===== src/rtl/bsg_chip_link_loopback_gen.sv =====
// bsg_chip_link_loopback_gen
//   Per-channel link exerciser that sits between the core-side ready_and link
//   interfaces and the core. Each channel runs in one of three runtime modes:
//     00 buffered loopback (els_p-deep FIFO, 1-cycle latency, no bypass)
//     01 LFSR pattern generator on the outbound side plus LFSR checker on the
//        inbound side, with a saturating mismatch counter
//     10/11 sink (inbound accepted and dropped, outbound idle)
//   Optional macro BSG_LINK_LOOPBACK_GEN_STATS_EN adds per-channel 32-bit
//   wrapping counters of outbound (sent) and inbound (recv) handshakes.
//
// Ports
//   clk_i, reset_n_i         clock, synchronous active-low reset
//   mode_v_i, mode_i, seed_i  mode/seed load strobe (flushes every channel)
//   in_v_i, in_data_i, in_ready_and_o     inbound ready_and interface
//   out_v_o, out_data_o, out_ready_and_i  outbound ready_and interface
//   err_count_o               saturating checker mismatch count
//   sent_count_o, recv_count_o  (stats build only) handshake counters
module bsg_chip_link_loopback_gen #(
  parameter int unsigned        num_channels_p = 4,
  parameter int unsigned        width_p        = 16,
  parameter int unsigned        els_p          = 4,
  parameter logic [width_p-1:0] lfsr_taps_p    = width_p'(16'hB400),
  parameter int unsigned        err_width_p    = 8,
  parameter logic [1:0]         reset_mode_p   = 2'b00
) (
  input  logic                                      clk_i,
  input  logic                                      reset_n_i,
  input  logic                                      mode_v_i,
  input  logic [num_channels_p-1:0][1:0]            mode_i,
  input  logic [width_p-1:0]                        seed_i,
  input  logic [num_channels_p-1:0]                 in_v_i,
  input  logic [num_channels_p-1:0][width_p-1:0]    in_data_i,
  output logic [num_channels_p-1:0]                 in_ready_and_o,
  output logic [num_channels_p-1:0]                 out_v_o,
  output logic [num_channels_p-1:0][width_p-1:0]    out_data_o,
  input  logic [num_channels_p-1:0]                 out_ready_and_i,
  output logic [num_channels_p-1:0][err_width_p-1:0] err_count_o
`ifdef BSG_LINK_LOOPBACK_GEN_STATS_EN
  ,
  output logic [num_channels_p-1:0][31:0]           sent_count_o,
  output logic [num_channels_p-1:0][31:0]           recv_count_o
`endif
);

  localparam int unsigned ptr_w_lp = (els_p > 1) ? $clog2(els_p) : 1;
  localparam int unsigned cnt_w_lp = $clog2(els_p + 1);
  localparam logic [1:0]  mode_loop_lp = 2'b00;
  localparam logic [1:0]  mode_gen_lp  = 2'b01;
  localparam logic [err_width_p-1:0] err_max_lp = '1;
  localparam logic [cnt_w_lp-1:0]    cnt_full_lp = cnt_w_lp'(els_p);

  // Channel state
  logic [num_channels_p-1:0][1:0]             r_mode, w_mode_n;
  logic [width_p-1:0]                         r_mem [num_channels_p][els_p];
  logic [num_channels_p-1:0][ptr_w_lp-1:0]    r_wptr, w_wptr_n;
  logic [num_channels_p-1:0][ptr_w_lp-1:0]    r_rptr, w_rptr_n;
  logic [num_channels_p-1:0][cnt_w_lp-1:0]    r_cnt, w_cnt_n;
  logic [num_channels_p-1:0][width_p-1:0]     r_gen, w_gen_n;
  logic [num_channels_p-1:0][width_p-1:0]     r_chk, w_chk_n;
  logic [num_channels_p-1:0][err_width_p-1:0] r_err, w_err_n;
  logic [num_channels_p-1:0]                  w_we;

  // Registered interface outputs, computed from next state
  logic [num_channels_p-1:0]                  r_out_v, w_out_v_n;
  logic [num_channels_p-1:0]                  r_in_ready, w_in_ready_n;
  logic [num_channels_p-1:0][width_p-1:0]     r_out_data, w_out_data_n;

  logic [num_channels_p-1:0]                  w_in_hs, w_out_hs;
  logic [width_p-1:0]                         w_seed;

  function automatic logic [width_p-1:0] lfsr_next(input logic [width_p-1:0] v);
    return {v[width_p-2:0], ^(v & lfsr_taps_p)};
  endfunction

  assign w_in_hs  = in_v_i & r_in_ready;
  assign w_out_hs = r_out_v & out_ready_and_i;
  // A zero seed would lock the LFSR at zero, so it is replaced by 1
  assign w_seed   = (seed_i == '0) ? width_p'(1) : seed_i;

  // Next-state and next-output logic for every channel
  always_comb begin
    w_mode_n     = r_mode;
    w_wptr_n     = r_wptr;
    w_rptr_n     = r_rptr;
    w_cnt_n      = r_cnt;
    w_gen_n      = r_gen;
    w_chk_n      = r_chk;
    w_err_n      = r_err;
    w_we         = '0;
    w_out_v_n    = '0;
    w_in_ready_n = '1;
    w_out_data_n = '0;

    for (int c = 0; c < num_channels_p; c++) begin
      if (mode_v_i) begin
        // Mode load flushes the channel; handshakes this cycle are ignored
        w_mode_n[c] = mode_i[c];
        w_wptr_n[c] = '0;
        w_rptr_n[c] = '0;
        w_cnt_n[c]  = '0;
        w_gen_n[c]  = w_seed;
        w_chk_n[c]  = w_seed;
        w_err_n[c]  = '0;
      end else begin
        case (r_mode[c])
          mode_loop_lp: begin
            if (w_in_hs[c]) begin
              w_we[c]     = 1'b1;
              w_wptr_n[c] = r_wptr[c] + ptr_w_lp'(1);
            end
            if (w_out_hs[c]) begin
              w_rptr_n[c] = r_rptr[c] + ptr_w_lp'(1);
            end
            if (w_in_hs[c] && !w_out_hs[c]) begin
              w_cnt_n[c] = r_cnt[c] + cnt_w_lp'(1);
            end else if (!w_in_hs[c] && w_out_hs[c]) begin
              w_cnt_n[c] = r_cnt[c] - cnt_w_lp'(1);
            end
          end
          mode_gen_lp: begin
            if (w_out_hs[c]) begin
              w_gen_n[c] = lfsr_next(r_gen[c]);
            end
            if (w_in_hs[c]) begin
              if ((in_data_i[c] != r_chk[c]) && (r_err[c] != err_max_lp)) begin
                w_err_n[c] = r_err[c] + err_width_p'(1);
              end
              w_chk_n[c] = lfsr_next(r_chk[c]);
            end
          end
          default: begin
          end
        endcase
      end

      case (w_mode_n[c])
        mode_loop_lp: begin
          w_out_v_n[c]    = (w_cnt_n[c] != '0);
          w_in_ready_n[c] = (w_cnt_n[c] != cnt_full_lp);
          // Word written this cycle into the new head slot is forwarded here
          if (w_we[c] && (r_wptr[c] == w_rptr_n[c])) begin
            w_out_data_n[c] = in_data_i[c];
          end else begin
            w_out_data_n[c] = r_mem[c][w_rptr_n[c]];
          end
        end
        mode_gen_lp: begin
          w_out_v_n[c]    = 1'b1;
          w_in_ready_n[c] = 1'b1;
          w_out_data_n[c] = w_gen_n[c];
        end
        default: begin
          w_out_v_n[c]    = 1'b0;
          w_in_ready_n[c] = 1'b1;
          w_out_data_n[c] = '0;
        end
      endcase
    end
  end

  // State and output registers
  always_ff @(posedge clk_i) begin
    if (!reset_n_i) begin
      r_mode     <= {num_channels_p{reset_mode_p}};
      r_wptr     <= '0;
      r_rptr     <= '0;
      r_cnt      <= '0;
      r_gen      <= {num_channels_p{width_p'(1)}};
      r_chk      <= {num_channels_p{width_p'(1)}};
      r_err      <= '0;
      r_out_v    <= '0;
      r_in_ready <= '1;
      r_out_data <= {num_channels_p{(reset_mode_p == mode_gen_lp) ? width_p'(1) : width_p'(0)}};
    end else begin
      r_mode     <= w_mode_n;
      r_wptr     <= w_wptr_n;
      r_rptr     <= w_rptr_n;
      r_cnt      <= w_cnt_n;
      r_gen      <= w_gen_n;
      r_chk      <= w_chk_n;
      r_err      <= w_err_n;
      r_out_v    <= w_out_v_n;
      r_in_ready <= w_in_ready_n;
      r_out_data <= w_out_data_n;
    end
  end

  // FIFO storage; contents are don't-care while empty so no reset is needed
  always_ff @(posedge clk_i) begin
    for (int c = 0; c < num_channels_p; c++) begin
      if (w_we[c]) begin
        r_mem[c][r_wptr[c]] <= in_data_i[c];
      end
    end
  end

  assign in_ready_and_o = r_in_ready;
  assign out_v_o        = r_out_v;
  assign out_data_o     = r_out_data;
  assign err_count_o    = r_err;

`ifdef BSG_LINK_LOOPBACK_GEN_STATS_EN
  logic [num_channels_p-1:0][31:0] r_sent, r_recv;

  // Handshake counters, wrapping; mode load clears and discards its handshakes
  always_ff @(posedge clk_i) begin
    if (!reset_n_i || mode_v_i) begin
      r_sent <= '0;
      r_recv <= '0;
    end else begin
      for (int c = 0; c < num_channels_p; c++) begin
        if (w_out_hs[c]) r_sent[c] <= r_sent[c] + 32'(1);
        if (w_in_hs[c])  r_recv[c] <= r_recv[c] + 32'(1);
      end
    end
  end

  assign sent_count_o = r_sent;
  assign recv_count_o = r_recv;
`endif

endmodule

===== config.mk =====
export PLATFORM = sky130hd
export DESIGN_NAME = bsg_chip_link_loopback_gen
export DESIGN_NICKNAME = d
export VERILOG_FILES = /design/src/rtl/bsg_chip_link_loopback_gen.sv
export SDC_FILE = /design/constraint.sdc
export NUM_CORES = 1
export LEC_CHECK = 0
export CAP_MARGIN = 40
export CORE_MARGIN = 5
export CORE_UTILIZATION = 50
export CTS_CLUSTER_SIZE = 24
export DETAILED_ROUTE_END_ITERATION = 6
export HOLD_SLACK_MARGIN = 0.15
export PLACE_DENSITY = 0.73
export REMOVE_ABC_BUFFERS = 1
export SLEW_MARGIN = 20
export SYNTH_ARGS = -nofsm -noshare
export SYNTH_HDL_FRONTEND = slang
export SYNTH_SLANG_ARGS = --single-unit

===== constraint.sdc =====
create_clock -name clk_i -period 2.33 [get_ports clk_i]
set_input_delay 0.233 -clock clk_i [delete_from_list [all_inputs] [get_ports clk_i]]
set_output_delay 0.233 -clock clk_i [all_outputs]
set_load 0.005 [all_outputs]

==> results of run 1 <==
final timing paths:
check / end / depth (start not counted) / startpoint / slack [ns]
worst max-delay path: out_data_o[59] / 7 / r_mode[6] / -0.04
worst min-delay path: r_mode[4] / 3 / mode_i[4] / 0.33
worst min register to register: err_count_o[5] / 2 / err_count_o[5] / 0.48
worst max register to register: out_data_o[59] / 7 / r_mode[6] / -0.04
cell type report:
class                           count  area share
Sequential cell                   524      0.4530
Multi-Input combinational cell   1294      0.3195
Timing Repair Buffer              403      0.1368
Inverter                           49    0.006383
Tap cell                          600     0.02605
Clock inverter                     31    0.008815
Clock buffer                       68     0.04942
critical path, stage by stage, from the launching register on:
cell,delay [ns]
dfxtp_2,0.32
or2_4,0.26
buf_4,0.17
or3_4,0.39
a21oi_4,0.28
clkbuf_16,0.23
mux4_2,0.29
a221o_1,0.30
cells in the final DEF (no fill, tap or decap), types with 9 or more instances in the layout:
| cell type | n |
|---|---|
| a22oi_1 | 17 |
| clkdlybuf4s50_1 | 200 |
| and3_1 | 11 |
| nand2_1 | 104 |
| o221ai_1 | 26 |
| buf_12 | 30 |
| o2bb2ai_1 | 45 |
| a21oi_1 | 126 |
| buf_4 | 167 |
| clkbuf_1 | 12 |
| clkinv_1 | 12 |
| edfxtp_1 | 256 |
| nand3_1 | 31 |
| xnor2_1 | 101 |
| a2bb2oi_1 | 9 |
| clkinv_2 | 11 |
| clkbuf_16 | 56 |
| nor2_1 | 48 |
| or4_1 | 22 |
| mux4_2 | 13 |
| dfxtp_1 | 267 |
| mux2i_1 | 108 |
| nor2b_1 | 27 |
| or3_1 | 12 |
| and2_1 | 57 |
| a32oi_1 | 15 |
| a211oi_1 | 15 |
| ha_1 | 28 |
| o21ai_0 | 146 |
| xor2_1 | 16 |
| nor3_1 | 29 |
| inv_1 | 47 |
| nand4_1 | 25 |
| o31ai_1 | 49 |
| a221o_1 | 17 |
| o22ai_1 | 89 |
state kept, by name, indices dropped and copies added, names as in the netlist:
name	cells
r_mem	256
out_data_o	64
r_chk	64
r_gen	64
err_count_o	32
r_cnt	12
r_mode	8
r_rptr	8
r_wptr	8
in_ready_and_o	4
out_v_o	4
synth_stat cells, types with 25 or more instances:
master     count
o22ai_1       89
nor2b_1       27
clkbuf_1      81
o31ai_1       49
inv_1         47
o21ai_0      146
nor2_1        48
nand4_1       25
nor3_1        29
o221ai_1      26
nand3_1       31
dfxtp_1      268
edfxtp_1     256
o2bb2ai_1     45
a21oi_1      126
ha_1          28
mux2i_1      108
xnor2_1      101
nand2_1      104
and2_1        57
per-layer routing:
| layer | vias up | wire, um |
|---|---|---|
| met5 | - | 0 |
| met4 | 0 | 2130 |
| met3 | 127 | 4983 |
| met2 | 795 | 32200 |
| met1 | 9040 | 28240 |
| li1 | 8307 | - |
stage by stage:
| step | power (mW) | utilization | std cells | TNS (ns) | worst slack [ns] |
|---|---|---|---|---|---|
| after floorplan | 11.31 | - | 1867 | -36.25 | -0.8378 |
| after global placement | 12.50 | 0.5951 | 2863 | -56.40 | -0.4985 |
| after detailed placement | 12.56 | 0.5955 | 2864 | -59.72 | -0.5372 |
| after CTS | 20.77 | 0.6333 | 2966 | -0.02054 | -0.01159 |
| after global routing | 21.41 | 0.6349 | 2969 | -1.141 | -0.1095 |
| final | 20.70 | 0.6349 | 2969 | -0.2962 | -0.03757 |
logic make-up after synthesis:
logic type      Yosys count  share of synthesized area
mux                     129                    0.06608
compound gates          602                     0.1732
xor+xnor                118                    0.04567
simple gates            417                    0.09865
buf+inv                 175                    0.03187
fa+ha+maj                28                    0.01528
flops                   524                     0.5692
report_power, final:
group / total, mW / internal (mW) / switching, mW
Sequential: 10.2 / 9.99 / 0.241
Combinational: 2.19 / 1.03 / 1.15
Clock: 8.28 / 4.75 / 3.53
timing repair:
| item | in CTS | in global routing |
|---|---|---|
| cloned | 0 | 2 |
| endpoints found under the hold margin | 4 | 0 |
| gates resized for setup | 1 | 4 |
| hold buffers | 2 | 0 |
| setup buffers | 1 | 1 |
| pin swaps | 0 | 2 |
| setup endpoints to repair | 3 | 14 |
==> reports/results.txt, run 1 <==
crit share post-route = 1.016
fillers = 3506
Die Y-Extent = 224.2 um
RSZ-0062 raised after global routing = yes
largest area contributor in the netlist = edfxtp_1
gr busiest metal = met2
Fmax = 422.4 MHz
worst setup margin = -0.03757 ns
Core ar. = 0.04538 mm^2
# diodes = 0
P&R area growth vs syn = 25.66%
Cells after Synth = 1993
total wire length = 67550 um
Worst VDD drop = 0.5092 mV
Layout Nets = 2452
Final Max Slew Viols = 0
failing checks = setup timing
synthesis warning total = 0
clk sink count = 524
clk root buf = clkbuf_16
Total Routing Usage GR = 0.2603
Period minus WS final = 2.368 ns
die footprint = 0.05024 mm^2
GR Layer Usage met1 = 0.3564
DRT antenna net count = 0
LEAKAGE = 10.34 nW
clock slew at reported path FFs = 0.06 ns
Num CTS Buffers = 53
worst setup path class = flop to flop
Overflow after GRT = 0
share of cells above drive strength 1 = 0.1363
number of synthesized flops with an enable pin = 256
Die X = 224.2 um
status = complete, but fails checks
Initial DRC Count = 2069
design area = 0.02881 mm^2
WHS = 0.3284 ns
Fin. Hold Viols = 0
FF+latch count, synth = 524
# H-tree levels = 2
crit end category = flop
FF+latch area = 0.01305 mm^2
DRC viols = 0
CP max FO = 10
Worst Hold Class = input pin to flop
max cap viols = 0
total number of vias = 18269
Synth top area share = 0.3352
HPWL Detailed = 47650 um
critical path launch point type = flop
measured slew at the worst slew-check pin = 0.7312 ns
distinct cell type count after synthesis = 76
DRT Pass-1 Iters = 6
I/O Buffers = 202
initial cell density of the core = 0.5053
CTS tree = built
area post-placement = 0.02702 mm^2
routed len/inst = 22.75 um
dominant synthesized flop cell = dfxtp_1
clock tree buffer depth = 3
clock skew = 0.02330 ns
WP data arrival = 2.83 ns
largest net degree at the start of global routing = 87
Cell Pwr Density = 718.4 mW/mm^2
first-pass GRT wire length = 103900 um
Post-synth ARST share = 0
initial antenna violation count = 0
# IOs = 203
grt met3 use = 0.04521
normalized max-slew margin = 0.5125
top cells by area, synth = edfxtp_1, dfxtp_1, mux2i_1, xnor2_1, o21ai_0
M2 GR Usage = 0.4235
vias in the first global route = 17779
Core Rows = 78
Seq/Total Area, Yosys = 0.5692
setup violators final = 14
GP Congestion = 0.8764
synthesized cell area = 0.02293 mm^2
Via density = 6.153
Crit path required time = 2.79 ns
area of the multi-input gates = 0.009205 mm^2
syn_area_per_cell = 11.51 um^2
Clk Latency, worst-skew pair = 0.60 ns
No activity file was read; power rests on OpenSTA's default activity.
==> run 2, diff against run 1 <==
- CORE_MARGIN: 5 -> 2
- PLACE_DENSITY: 0.73 -> 0.85
==> run 2 against run 1 <==
The run still ends with setup timing left. Clock skew fell by 0.0089 ns. Sequential share of layout area rose by 0.53 points. Wire length rose by 3.3%. Final area fell by 1.2%. Critical path depth fell by 1. Clock-buffer cell count rose by 6. Sequential power barely moved. Clock power rose by 2%. Critical path type unchanged. Highest routed layer is now met5.
==> reports/results.txt, run 2 (synthesis results as in run 1) <==
area post-placement = 0.02677 mm^2 (-0.94%)
vias in the first global route = 18384 (+3.4%)
M2 GR Usage = 0.4702 (+0.04667)
max cap viols = 0 (unchanged)
Worst Hold Class = input pin to flop
DP Worst Slack = -0.4551 ns (+0.08218 ns)
largest net degree at the start of global routing = 87 (unchanged)
Crit path required time = 2.81 ns (+0.02 ns)
Layout Nets = 2418 (-1.4%)
Internal = 15.85 mW (+0.47%)
initial antenna violation count = 1 (+1)
area of the multi-input gates = 0.009178 mm^2 (-0.30%)
share of cells above drive strength 1 = 0.1263 (-0.01001)
Fmax = 427.9 MHz (+1.3%)
commonest non-fill, non-tap cell in the layout = dfxtp_1
status = complete, but fails checks
slowest stage cell, crit path = mux4_2
switching share of power = 0.2402 (+0.002484)
crit share post-route = 1.003 (-0.01322)
clock slew at reported path FFs = 0.07 ns (about the same)
Fin. Hold Viols = 0 (unchanged)
fin util = 0.6289 (-0.006036)
clock skew = 0.01437 ns (-0.008924 ns)
Initial DRC Count = 2623 (+27%)
clock tree buffer depth = 3 (unchanged)
# H-tree levels = 2 (unchanged)
P&R area growth vs syn = 24.19%
crit path cell chain = or2_4 > nor3_4 > mux2i_2 > buf_12 > mux4_2 > a221o_1
setup violators final = 3 (-11)
Cell Pwr Density = 732.7 mW/mm^2 (+2.0%)
DRT Pass-1 Iters = 6 (unchanged)
Clk Latency, worst-skew pair = 0.60 ns (about the same)
fillers = 3335 (-4.9%)
gr busiest metal = met2
die footprint = 0.04759 mm^2 (-5.3%)
Pwr Total = 20.86 mW (+0.80%)
initial cell density of the core = 0.5064 (+0.001089)
I/O Buffers = 202 (unchanged)
GP Congestion = 0.9111 (+4.0%)
normalized max-slew margin = 0.6198 (+0.1073)
max FFs per register = 256 (unchanged)
FF+latch area = 0.01305 mm^2 (unchanged)
crit end category = flop
HPWL Detailed = 48210 um (+1.2%)
clk root buf = clkbuf_16
setup TNS = -0.008602 ns (+0.2876 ns)
Overflow after GRT = 0 (unchanged)
DRC viols = 0 (unchanged)
cell family with most CP delay = multiplexers
# diodes = 0 (unchanged)
Die Y-Extent = 218.2 um (-2.7%)
commonest cells after routing, fill and taps aside = dfxtp_1, edfxtp_1, clkdlybuf4s50_1, o21ai_0, buf_4
WHS = 0.2774 ns (-0.05101 ns)
measured slew at the worst slew-check pin = 0.5695 ns (-0.1617 ns)
grt met3 use = 0.06026 (+0.01505)
Gate power share = 0.104 (-0.002)
WP data arrival = 2.81 ns (-0.02 ns)
LEAKAGE = 10.16 nW (-1.8%)
CP max FO = 16 (+6)
Final Max Slew Viols = 0 (unchanged)
worst setup margin = -0.006766 ns (+0.03080 ns)
# IOs = 203 (unchanged)
total number of vias = 18761 (+2.7%)
Sequential Power Share = 0.492 (-0.002)
Crit path buffers/inverters = 1 (-1)
Core Rows = 78 (unchanged)
critical path launch point type = flop
DRT antenna net count = 0 (unchanged)
Inst Count DP = 2836 (-0.98%)
first-pass GRT wire length = 105700 um (+1.7%)
Total Routing Usage GR = 0.2875 (+0.02723)
GR Layer Usage met1 = 0.3598 (+0.003390)
Die X = 218.2 um (-2.7%)
RSZ-0062 raised after global routing = yes
clk sink count = 524 (unchanged)
Clock power frac = 0.404 (+0.004)
total wire length = 69760 um (+3.3%)
Period minus WS final = 2.337 ns (-0.03080 ns)
non-filler cells, final = 2935 (-1.1%)
failing checks = setup timing
routed len/inst = 23.77 um (+4.5%)
Num CTS Buffers = 52 (-1.9%)
P_sw = 5.012 mW (+1.8%)
Worst VDD drop = 0.4987 mV (-2.1%)
max incr delay on CP = 0.51 ns (+0.12 ns)
worst setup path class = flop to flop
Core ar. = 0.04528 mm^2 (-0.22%)
CTS tree = built
design area = 0.02848 mm^2 (-1.2%)
Via density = 6.392 (+3.9%)
## run 2: cell types whose count changed in the layout (fill, tap and decap cells not counted), moves of 3 or more
cell and change:
buf_4 -26, clkinv_1 -6, buf_12 -4, clkbuf_1 +3, clkbuf_8 +3, mux4_1 -3
mux4_2 +3
## run 2: power by group through the flow
stage / Sequential [mW] / Clock (mW) / Combinational, mW
after global placement: 10.4 / 0 / 2.02
after global routing: 10.3 / 8.83 / 2.30
final: 10.3 / 8.43 / 2.17
after floorplan: 10.4 / 0 / 0.957
after detailed placement: 10.4 / 0 / 2.10
after CTS: 10.2 / 8.48 / 2.13
## run 2: layer usage
layer / routed length, um / part of all wire
met2: 32710 / 0.47
met1: 25860 / 0.37
met5: 12 / 0.00017
met4: 3876 / 0.056
met3: 7295 / 0.10
## run 2: path summary, 6_finish.rpt
check | startpoint | endpoint | slack, ns | cells past startpoint
max reg2reg | r_mode[6] | out_data_o[63] | -0.007 | 6
min | mode_v_i | r_mode[0] | 0.28 | 4
max | r_mode[6] | out_data_o[63] | -0.007 | 6
min reg2reg | err_count_o[5] | err_count_o[5] | 0.48 | 2
## run 2: timing repair
item                                    in CTS  in global routing
setup buffers                                0                  0
hold buffers                                 1                  0
resized for setup                            5                  2
hold endpoints to repair                     3                  0
endpoints found under the setup margin       6                 28
## run 2: worst min-delay path: stages
cell and delay, ns:
buf_4 0.20, buf_4 0.19, nand2_1 0.11, a21oi_1 0.07
## run 2: final cells by class
class / count / area share
multi-input combinational: 1294 / 0.3223
timing repair buffer: 370 / 0.1267
inverter: 49 / 0.006458
tap: 600 / 0.02636
clock buffer: 74 / 0.05184
sequential: 524 / 0.4584
clock inverter: 24 / 0.008040
==> run 3, diff against run 2 <==
- ABC_AREA: unset -> 1
- CORE_MARGIN: 2 -> unset
==> run 3 against run 2 <==
Clock skew up 0.0014 ns. Maximum frequency up 15%. The flow now finishes without violations. Combinational power is 12% higher. Flip-flop and latch count unchanged. Highest routed layer is now met4. Synthesized cell count is 32% higher. Largest cell class unchanged.
==> reports/results.txt, run 3 <==
die footprint = 0.04758 mm^2 (about the same)
crit path cell chain = nor2_4 > nand2_1 > nand2_2 > nand3_4 > nand2_1 > nand3_1 > nor2_4 > nand2_1 > nand3_1 > a21oi_1
most instantiated library cell after synthesis = nand2_1
worst setup margin = 0.3045 ns (+0.3112 ns)
Crit path required time = 2.80 ns (about the same)
Critical R2R Launch = r_mode[6]
DRC viols = 0 (unchanged)
Worst VDD drop = 0.5383 mV (+7.9%)
DP Worst Slack = 0.005034 ns (+0.4601 ns)
Core ar. = 0.04577 mm^2 (+1.1%)
Num CTS Buffers = 53 (+1.9%)
Cells after Synth = 2621 (+32%)
WP data arrival = 2.49 ns (-0.32 ns)
clk sink count = 524 (unchanged)
max FFs per register = 256 (unchanged)
DRT Pass-1 Iters = 6 (unchanged)
Period minus WS final = 2.026 ns (-0.3112 ns)
worst-case reg-to-reg path depth = 10 (+4)
crit end category = flop
Total Routing Usage GR = 0.2842 (-0.003256)
fillers = 3592 (+7.7%)
RSZ-0062 raised after global routing = no
FF+latch area = 0.01305 mm^2 (about the same)
Clk Latency, worst-skew pair = 0.61 ns (about the same)
first-pass GRT wire length = 105900 um (+0.24%)
reg2reg end = out_data_o[49]
DRT antenna net count = 0 (unchanged)
clk root buf = clkbuf_16
area of the multi-input gates = 0.008902 mm^2 (-3.0%)
# IOs = 203 (unchanged)
commonest non-fill, non-tap cell in the layout = nand2_1
I/O Buffers = 202 (unchanged)
r2r setup slk = 0.30 ns (+0.31 ns)
Worst Hold Class = input pin to flop
CP most frequent cell = nand2_1
clock slew at reported path FFs = 0.06 ns (about the same)
measured slew at the worst slew-check pin = 0.7123 ns (+0.1428 ns)
clock tree buffer depth = 3 (unchanged)
# Post-CTS Setup Buffers = 0 (unchanged)
area post-placement = 0.02654 mm^2 (-0.87%)
Final Max Slew Viols = 0 (unchanged)
vias in the first global route = 19752 (+7.4%)
Cell Pwr Density = 746.3 mW/mm^2 (+1.9%)
top cells by area, synth = edfxtp_1, dfxtp_1, nand2_1, a21oi_1, nand3_1
design area = 0.02824 mm^2 (-0.84%)
Commonest cells post-synth = nand2_1, dfxtp_1, a21oi_1, edfxtp_1, inv_1
slowest stage cell, crit path = nor2_4
FF+latch count, synth = 524 (unchanged)
initial antenna violation count = 0 (-1)
synthesis warning total = 0 (unchanged)
critical path launch point type = flop
# resized after CTS = 0 (-5)
LEAKAGE = 11.22 nW (+10%)
fin util = 0.6170 (-0.01190)
number of synthesized flops with an enable pin = 256 (unchanged)
worst setup path class = flop to flop
routed len/inst = 19.25 um (-19%)
initial cell density of the core = 0.5103 (+0.003923)
Critical Path Sink = out_data_o[49]
synthesized cell area = 0.02336 mm^2 (+1.9%)
max incr delay on CP = 0.42 ns (-0.09 ns)
crit share post-route = 0.8693 (-0.1336)
total number of vias = 20280 (+8.1%)
max cap viols = 0 (unchanged)
setup violators final = 0 (-3)
Via density = 5.755 (-10%)
Critical Path Source = r_mode[6]
# diodes = 0 (unchanged)
commonest cells after routing, fill and taps aside = nand2_1, dfxtp_1, a21oi_1, edfxtp_1, inv_1
total wire length = 67850 um (-2.7%)
Fin. Hold Viols = 0 (unchanged)
dominant synthesized flop cell = dfxtp_1
CP max FO = 16 (unchanged)
largest net degree at the start of global routing = 69 (-21%)
Die X = 218.1 um (about the same)
share of cells above drive strength 1 = 0.09268 (-0.03366)
Initial DRC Count = 2334 (-11%)
HPWL Detailed = 47130 um (-2.2%)
Overflow after GRT = 0 (unchanged)
Inst Count DP = 3424 (+21%)
largest area contributor in the netlist = edfxtp_1
Seq/Total Area, Yosys = 0.5588 (-0.01040)
hold_buf cts = 0 (-1)
Post-synth ARST share = 0 (unchanged)
Synth top area share = 0.3291 (-0.006124)
syn_area_per_cell = 8.912 um^2 (-23%)
clock skew = 0.01574 ns (+0.001367 ns)
normalized max-slew margin = 0.5240 (-0.09583)
CTS tree = built
P&R area growth vs syn = 20.91%
non-filler cells, final = 3524 (+20%)
Core Rows = 78 (unchanged)
# H-tree levels = 2 (unchanged)
Die Y-Extent = 218.1 um (about the same)
distinct cell type count after synthesis = 43 (-43%)
Layout Nets = 3006 (+24%)
GP Congestion = 0.9308 (+2.2%)
status = completed
Fmax = 493.7 MHz (+15%)
-- run 3: changes by cell type after synthesis, moves of 44 or more --
cell,before,now
o22ai_1,89,33
inv_1,47,201
o2bb2ai_1,45,0
nand2_1,104,647
and2_1,57,0
nor2_1,48,133
o21ai_1,1,52
nand4_1,25,69
a21oi_1,126,256
nand3_1,31,179
o31ai_1,49,0
mux2i_1,108,8
-- run 3: stage by stage --
| step | hold slack [ns] | total power [mW] | setup TNS (ns) |
|---|---|---|---|
| floorplan | 0.3184 | 11.64 | -5.547 |
| global placement | 0.4913 | 12.74 | 0 |
| detailed placement | 0.4999 | 12.83 | 0 |
| CTS | 0.1847 | 21.10 | 0 |
| global route | 0.1996 | 21.74 | 0 |
| finish | 0.2059 | 21.08 | 0 |
-- run 3: logic make-up (layout without fill, tap and decap cells) --
family          after synthesis  count (layout)  synth area share
mux                           8               8          0.003428
flops                       524             524            0.5588
xor+xnor                     94              94           0.03525
compound gates              529             529            0.1199
simple gates               1098            1098            0.2076
fa+ha+maj                    28              28           0.01500
buf+inv                     340             643           0.06005
-- run 3: metal layers --
metal	global-route usage	wire [um]	up-vias
met2	0.4504	30880	1212
met5	0.002083	0	-
met3	0.06611	7750	207
li1	-	-	9379
met4	0.1338	3066	0
met1	0.3675	26140	9482
-- run 3: worst max-delay path: cells and delay by family, from the launching register on --
family | cells | cell delay (ns)
AND/OR/NAND/NOR | 9 | 1.45
flip-flops | 1 | 0.35
AO/OA/AOI/OAI | 1 | 0.09
-- run 3: cell type report --
class,instances,area share
Inverter,223,0.02991
Tap cell,600,0.02658
Sequential cell,524,0.4622
Clock inverter,20,0.005449
Multi-Input combinational cell,1757,0.3152
Timing Repair Buffer,320,0.1057
Clock buffer,80,0.05494
-- run 3: worst min-delay path by stage --
| stage | from | end | depth (start not counted) |
|---|---|---|---|
| after detailed placement | r_chk[34] | r_chk[34] | 2 |
| after CTS | reset_n_i | in_ready_and_o[0] | 4 |
| after global placement | r_chk[50] | r_chk[50] | 2 |
| after floorplan | reset_n_i | r_gen[0] | 1 |
| after global routing | reset_n_i | in_ready_and_o[0] | 4 |
| final | mode_v_i | r_rptr[7] | 4 |
-- run 3: report_power, final --
group | leakage [nW] | switching [mW] | internal [mW] | total (mW)
logic | 5.86 | 1.46 | 0.967 | 2.43
clock network | 0.838 | 3.56 | 4.81 | 8.37
registers | 4.52 | 0.246 | 10.0 | 10.3
